--- src/rtl/clkdiv_monitor.sv ---
// Measures period/high time of a divided clock sampled in the clock domain and tracks ratio lock.
// Results register one cycle after rise detection; no backpressure, purely observational.
module clkdiv_monitor #(
  parameter int CNT_W    = 8,
  parameter int LOCK_CNT = 4
) (
  input  logic             clock,
  input  logic             reset,
  input  logic             div_in,
  input  logic             clear,
  output logic [CNT_W-1:0] period,
  output logic [CNT_W-1:0] high_time,
  output logic             period_valid,
  output logic             duty_ok,
  output logic             locked,
  output logic             err
);

  typedef enum logic [1:0] {
    IDLE   = 2'd0,
    ARM    = 2'd1,
    TRACK  = 2'd2,
    LOCKED = 2'd3
  } state_t;

  localparam logic [CNT_W-1:0] CNT_MAX = '1;
  localparam logic [CNT_W-1:0] CNT_ONE = CNT_W'(1);
  localparam logic [3:0]       LOCK_M  = 4'(LOCK_CNT);

  state_t           state;
  logic             d_q;
  logic [CNT_W-1:0] pcnt;
  logic [CNT_W-1:0] hcnt;
  logic [CNT_W-1:0] ref_period;
  logic [3:0]       match;

  logic rise;
  logic fall;
  logic sat;
  logic same;
  logic capture;

  assign rise    = div_in & ~d_q;
  assign fall    = ~div_in & d_q;
  // A rise on the saturating cycle is still a rise; saturation only fires without one.
  assign sat     = (pcnt == CNT_MAX) && !rise;
  assign same    = (pcnt == ref_period);
  assign capture = rise && (state != IDLE) && !clear;

  always_ff @(posedge clock or negedge reset) begin
    if (!reset) begin
      d_q       <= 1'b0;
      pcnt      <= '0;
      hcnt      <= '0;
      high_time <= '0;
    end else begin
      d_q <= div_in;
      if (rise)
        pcnt <= CNT_ONE;
      else if (pcnt != CNT_MAX)
        pcnt <= pcnt + CNT_ONE;
      if (rise)
        hcnt <= CNT_ONE;
      else if (div_in && (hcnt != CNT_MAX))
        hcnt <= hcnt + CNT_ONE;
      if (fall)
        high_time <= hcnt;
    end
  end

  // high_time still holds the previous high phase here, which belongs to the period just closed.
  always_ff @(posedge clock or negedge reset) begin
    if (!reset) begin
      period       <= '0;
      period_valid <= 1'b0;
      duty_ok      <= 1'b0;
    end else begin
      period_valid <= capture;
      if (capture) begin
        period  <= pcnt;
        duty_ok <= ({high_time, 1'b0} == {1'b0, pcnt});
      end
    end
  end

  always_ff @(posedge clock or negedge reset) begin
    if (!reset) begin
      state      <= IDLE;
      ref_period <= '0;
      match      <= '0;
      locked     <= 1'b0;
      err        <= 1'b0;
    end else if (clear) begin
      state  <= IDLE;
      locked <= 1'b0;
      err    <= 1'b0;
    end else begin
      case (state)
        IDLE: begin
          if (rise)
            state <= ARM;
        end
        ARM: begin
          if (rise) begin
            ref_period <= pcnt;
            match      <= 4'd1;
            state      <= TRACK;
          end else if (sat) begin
            state <= IDLE;
          end
        end
        TRACK: begin
          if (rise) begin
            if (same) begin
              if (match == LOCK_M) begin
                state  <= LOCKED;
                locked <= 1'b1;
              end else begin
                match <= match + 4'd1;
              end
            end else begin
              ref_period <= pcnt;
              match      <= 4'd1;
            end
          end else if (sat) begin
            state <= IDLE;
          end
        end
        LOCKED: begin
          if (rise) begin
            if (!same) begin
              err        <= 1'b1;
              locked     <= 1'b0;
              ref_period <= pcnt;
              match      <= 4'd1;
              state      <= TRACK;
            end
          end else if (sat) begin
            err    <= 1'b1;
            locked <= 1'b0;
            state  <= IDLE;
          end
        end
        default: state <= IDLE;
      endcase
    end
  end

endmodule
--- config.mk ---
export PLATFORM = sky130hd
export DESIGN_NAME = clkdiv_monitor
export DESIGN_NICKNAME = d
export VERILOG_FILES = /design/src/rtl/clkdiv_monitor.sv
export SDC_FILE = /design/constraint.sdc
export NUM_CORES = 1
export LEC_CHECK = 0
export ABC_AREA = 0
export BUFFER_PORTS_ARGS = -buffer_cell sky130_fd_sc_hd__buf_2
export CORE_ASPECT_RATIO = 1.4
export CORE_MARGIN = 2
export CORE_UTILIZATION = 65
export CTS_BUF_LIST = sky130_fd_sc_hd__clkbuf_8
export DETAILED_ROUTE_END_ITERATION = 8
export GPL_ROUTABILITY_DRIVEN = 0
export PLACE_DENSITY = 0.82
export SYNTH_ARGS = -nofsm -noshare
export SYNTH_HDL_FRONTEND = slang
export SYNTH_SLANG_ARGS = --single-unit
export TNS_END_PERCENT = 30
--- constraint.sdc ---
create_clock -name clock -period 3.05 [get_ports clock]
set_input_delay 0.4575 -clock clock [delete_from_list [all_inputs] [get_ports clock]]
set_output_delay 0.4575 -clock clock [all_outputs]
set_load 0.01 [all_outputs]
==> results.tsv <==
stage	metric	value	unit
detailed_routing	firstDrtPassIters	4	
clock_network	clk_latency	0.30	ns
grt	grt_pass1_vias	1781	
detailed_routing	drc	0	
sta	finClkSkew	0.005675	ns
final_layout	drive_gt1_share	20.46	%
clock_network	tritoncts	done	
sta	hold_viol	0	
floorplan	die_h	79.01	um
critical_path	ff2ff_path_depth	5	
place	dpl.cell_count	295	
clock_network	postCtsHoldBufs	0	
synthesis	synthFlopType	dfrtp_1	
synthesis	synth_seq_cells	51	
floorplan	initial_utilization	67.25	%
critical_path	crit_end	ref_period[5]	
critical_path	crit_path_end_kind	register	
clock_network	cts_buffers	5	
run_status	status	completed	
synthesis	synth_nets	253	
sta	setup_violations	0	
critical_path	setup.worst_path.start_class	register	
power_and_ir_drop	p_total	1.821	mW
floorplan	io_pins	24	
grt	grt_antenna_before_repair	0	
floorplan	die_area	4549	um^2
floorplan	core-area	3885	um^2
synthesis	avgSynthCellArea	10.66	um^2
sta	finalCriticalPeriod	2.030	ns
critical_path	critical_path.startpoint	pcnt[5]	
sta	max-slew-margin-rel	25.88	%
final_layout	fin_nets	267	
synthesis	ys_top_cells_by_count	dfrtp_1 (51), nand2_1 (34), xor2_1 (18)	
critical_path	critPathKind	reg -> reg	
final_layout	antennaDiodeCount	0	
floorplan	rows	27	
grt	grt_first_pass_wirelength	8383	um
synthesis	synth_xor_area_share	7.375	%
clock_network	clock_sinks	51	
power_and_ir_drop	total_leakage_power	1.367	nW
sta	fin_crit_sh	66.54	%
critical_path	r2r_setup_slack	1.02	ns
grt	overflow	0	
synthesis	postSynthCellCount	245	
grt	track_usage	23.98	%
sta	fmax	492.7	MHz
synthesis	synth_area_leaders	dfrtp_1 (49%), xor2_1 (6.0%), nand2_1 (4.9%)	
clock_network	postCtsSetupRepairBufs	0	
detailed_routing	vias	1793	
place	port_buffers	23	
power_and_ir_drop	powerDensity	665.9	nW/um^2
clock_network	cts-root-buf	clkbuf_8	
clock_network	cts_max_level	2	
synthesis	synth_area	2613	um^2
final_layout	fin_cells	302	
synthesis	synth_top_family_by_area	simple AND/OR/NAND/NOR gates	
place	hpwl	3479	um
clock_network	ctsResizeCount	0	
final_layout	area_growth	4.646	%
sta	rsz0062_at_grt	false	
critical_path	r2r-start	pcnt[5]	
synthesis	synth_mux_area_share	7.998	%
synthesis	synth_fa_ha_area_share	1.916	%
synthesis	synth-compound-area-share	8.860	%
synthesis	yosys.area_share.simple	18.68	%
sta	setup_tns	0	ns
critical_path	crit_arrival	2.22	ns
synthesis	synth_top_cell_by_area	dfrtp_1	
clock_network	cts.clk_slew.worst_paths	0.09	ns
synthesis	yosys_warnings	0	
final_layout	fillers	304	
synthesis	synthArstFlopShare	100.0	%
power_and_ir_drop	peakVddDrop	504.8	uV
critical_path	crit_required	3.24	ns
detailed_routing	routed_wl	4988	um
synthesis	seq_area_frac_synth	48.85	%
detailed_routing	ant_nets	0	
detailed_routing	wire_per_inst	16.52	um
synthesis	synth_edf_count	0	
sta	worst_slew_pin_slew	1.112	ns
detailed_routing	viasPerCell	5.937	
synthesis	yosys.cell_types.count	46	
job	cap_violations	0	
detailed_routing	drt_first_iter_violations	58	
sta	final_max_slew_viol_count	0	
floorplan	die_w	57.58	um
synthesis	yosysMostFrequentCell	dfrtp_1	
grt	grt_start_max_net_pins	52	
critical_path	r2r_end	ref_period[5]	
synthesis	synth_top_area_share	48.85	%
critical_path	worstPathMaxFanout	10	
hold_path	holdCritPathClass	in -> async	
clock_network	clk_path_buf_depth	2	
logic make-up after synthesis:
family | Yosys count
simple gates | 94
flops | 51
compound gates | 36
xor+xnor | 22
buf+inv | 22
mux | 16
fa+ha+maj | 4
stage by stage:
| stage | cell area, um^2 | hold slack [ns] | util (%) | worst slack, ns |
|---|---|---|---|---|
| after floorplan | 2613 | 0.1619 | - | 1.185 |
| after global placement | 2646 | 0.4599 | 68.12 | 1.016 |
| after detailed placement | 2646 | 0.4630 | 68.12 | 0.9739 |
| after CTS | 2734 | 0.3696 | 70.37 | 1.014 |
| after global routing | 2734 | 0.3672 | 70.37 | 0.9001 |
| final | 2734 | 0.3720 | 70.37 | 1.020 |
critical path: stages (launching register included):
cell and delay [ns]:
dfrtp_1 0.53, xor2_1 0.23, nor4_2 0.34, and2_1 0.32, a21oi_4 0.17, mux2_4 0.34
per-layer routing:
layer	vias up	GRT usage [%]	share of wire (%)
met5	-	0	0
met2	38	41.70	53
met3	4	4.072	4.0
li1	867	-	-
met4	0	8.605	0.84
met1	884	29.54	43
how the worst min path moves through the flow:
stage                         start   endpoint  cells past startpoint
after CTS                    div_in        d_q                      1
final                         reset     locked                      1
after floorplan               reset        d_q                      0
after detailed placement  period[4]  period[4]                      2
after global routing         div_in        d_q                      1
after global placement    period[4]  period[4]                      2
registers in the layout, summed over array words and instances (netlist names):
register and flops:
duty_ok 1, period 8, locked 1, ref_period 8
match 4, err 1, d_q 1, hcnt 8
period_valid 1, state 2, pcnt 8, high_time 8
layout make-up:
type                       instances  area (um^2)  share of cell area, %
tap                               43        53.80                  1.968
multi-input combinational        172         1171                  42.84
timing repair buffer              25        130.1                  4.760
inverter                           4        15.01                 0.5492
clock inverter                     1        5.005                 0.1831
clock buffer                       6        82.58                  3.021
sequential                        51         1276                  46.68
cell usage in the layout, fill, tap and decap left out, types with 2 or more instances in the layout:
| cell | synthesis | layout |
|---|---|---|
| a22o_1 | 2 | 2 |
| and4_1 | 2 | 2 |
| xnor2_1 | 4 | 4 |
| mux2_2 | 7 | 7 |
| buf_4 | 3 | 2 |
| xor2_1 | 18 | 18 |
| nand3b_1 | 2 | 2 |
| and3_1 | 2 | 2 |
| a31oi_1 | 5 | 5 |
| nor2_1 | 15 | 15 |
| nand2_1 | 34 | 34 |
| nor4_2 | 2 | 2 |
| dfrtp_1 | 51 | 51 |
| buf_2 | 1 | 23 |
| nand4_1 | 7 | 7 |
| nor3b_1 | 2 | 2 |
| clkbuf_8 | 1 | 6 |
| inv_1 | 4 | 4 |
| nor3_1 | 8 | 8 |
| ha_1 | 4 | 4 |
| nor2b_1 | 3 | 3 |
| o21ai_0 | 10 | 10 |
| nand3_1 | 7 | 7 |
| nand2b_1 | 3 | 3 |
| a21oi_1 | 9 | 9 |
| mux2_4 | 8 | 8 |
report_power, final:
group / internal (mW) / total [mW] / switching (mW)
sequential: 0.799 / 0.941 / 0.142
combinational: 0.230 / 0.490 / 0.260
clock: 0.178 / 0.390 / 0.211
(Power assumes the default switching activity.)
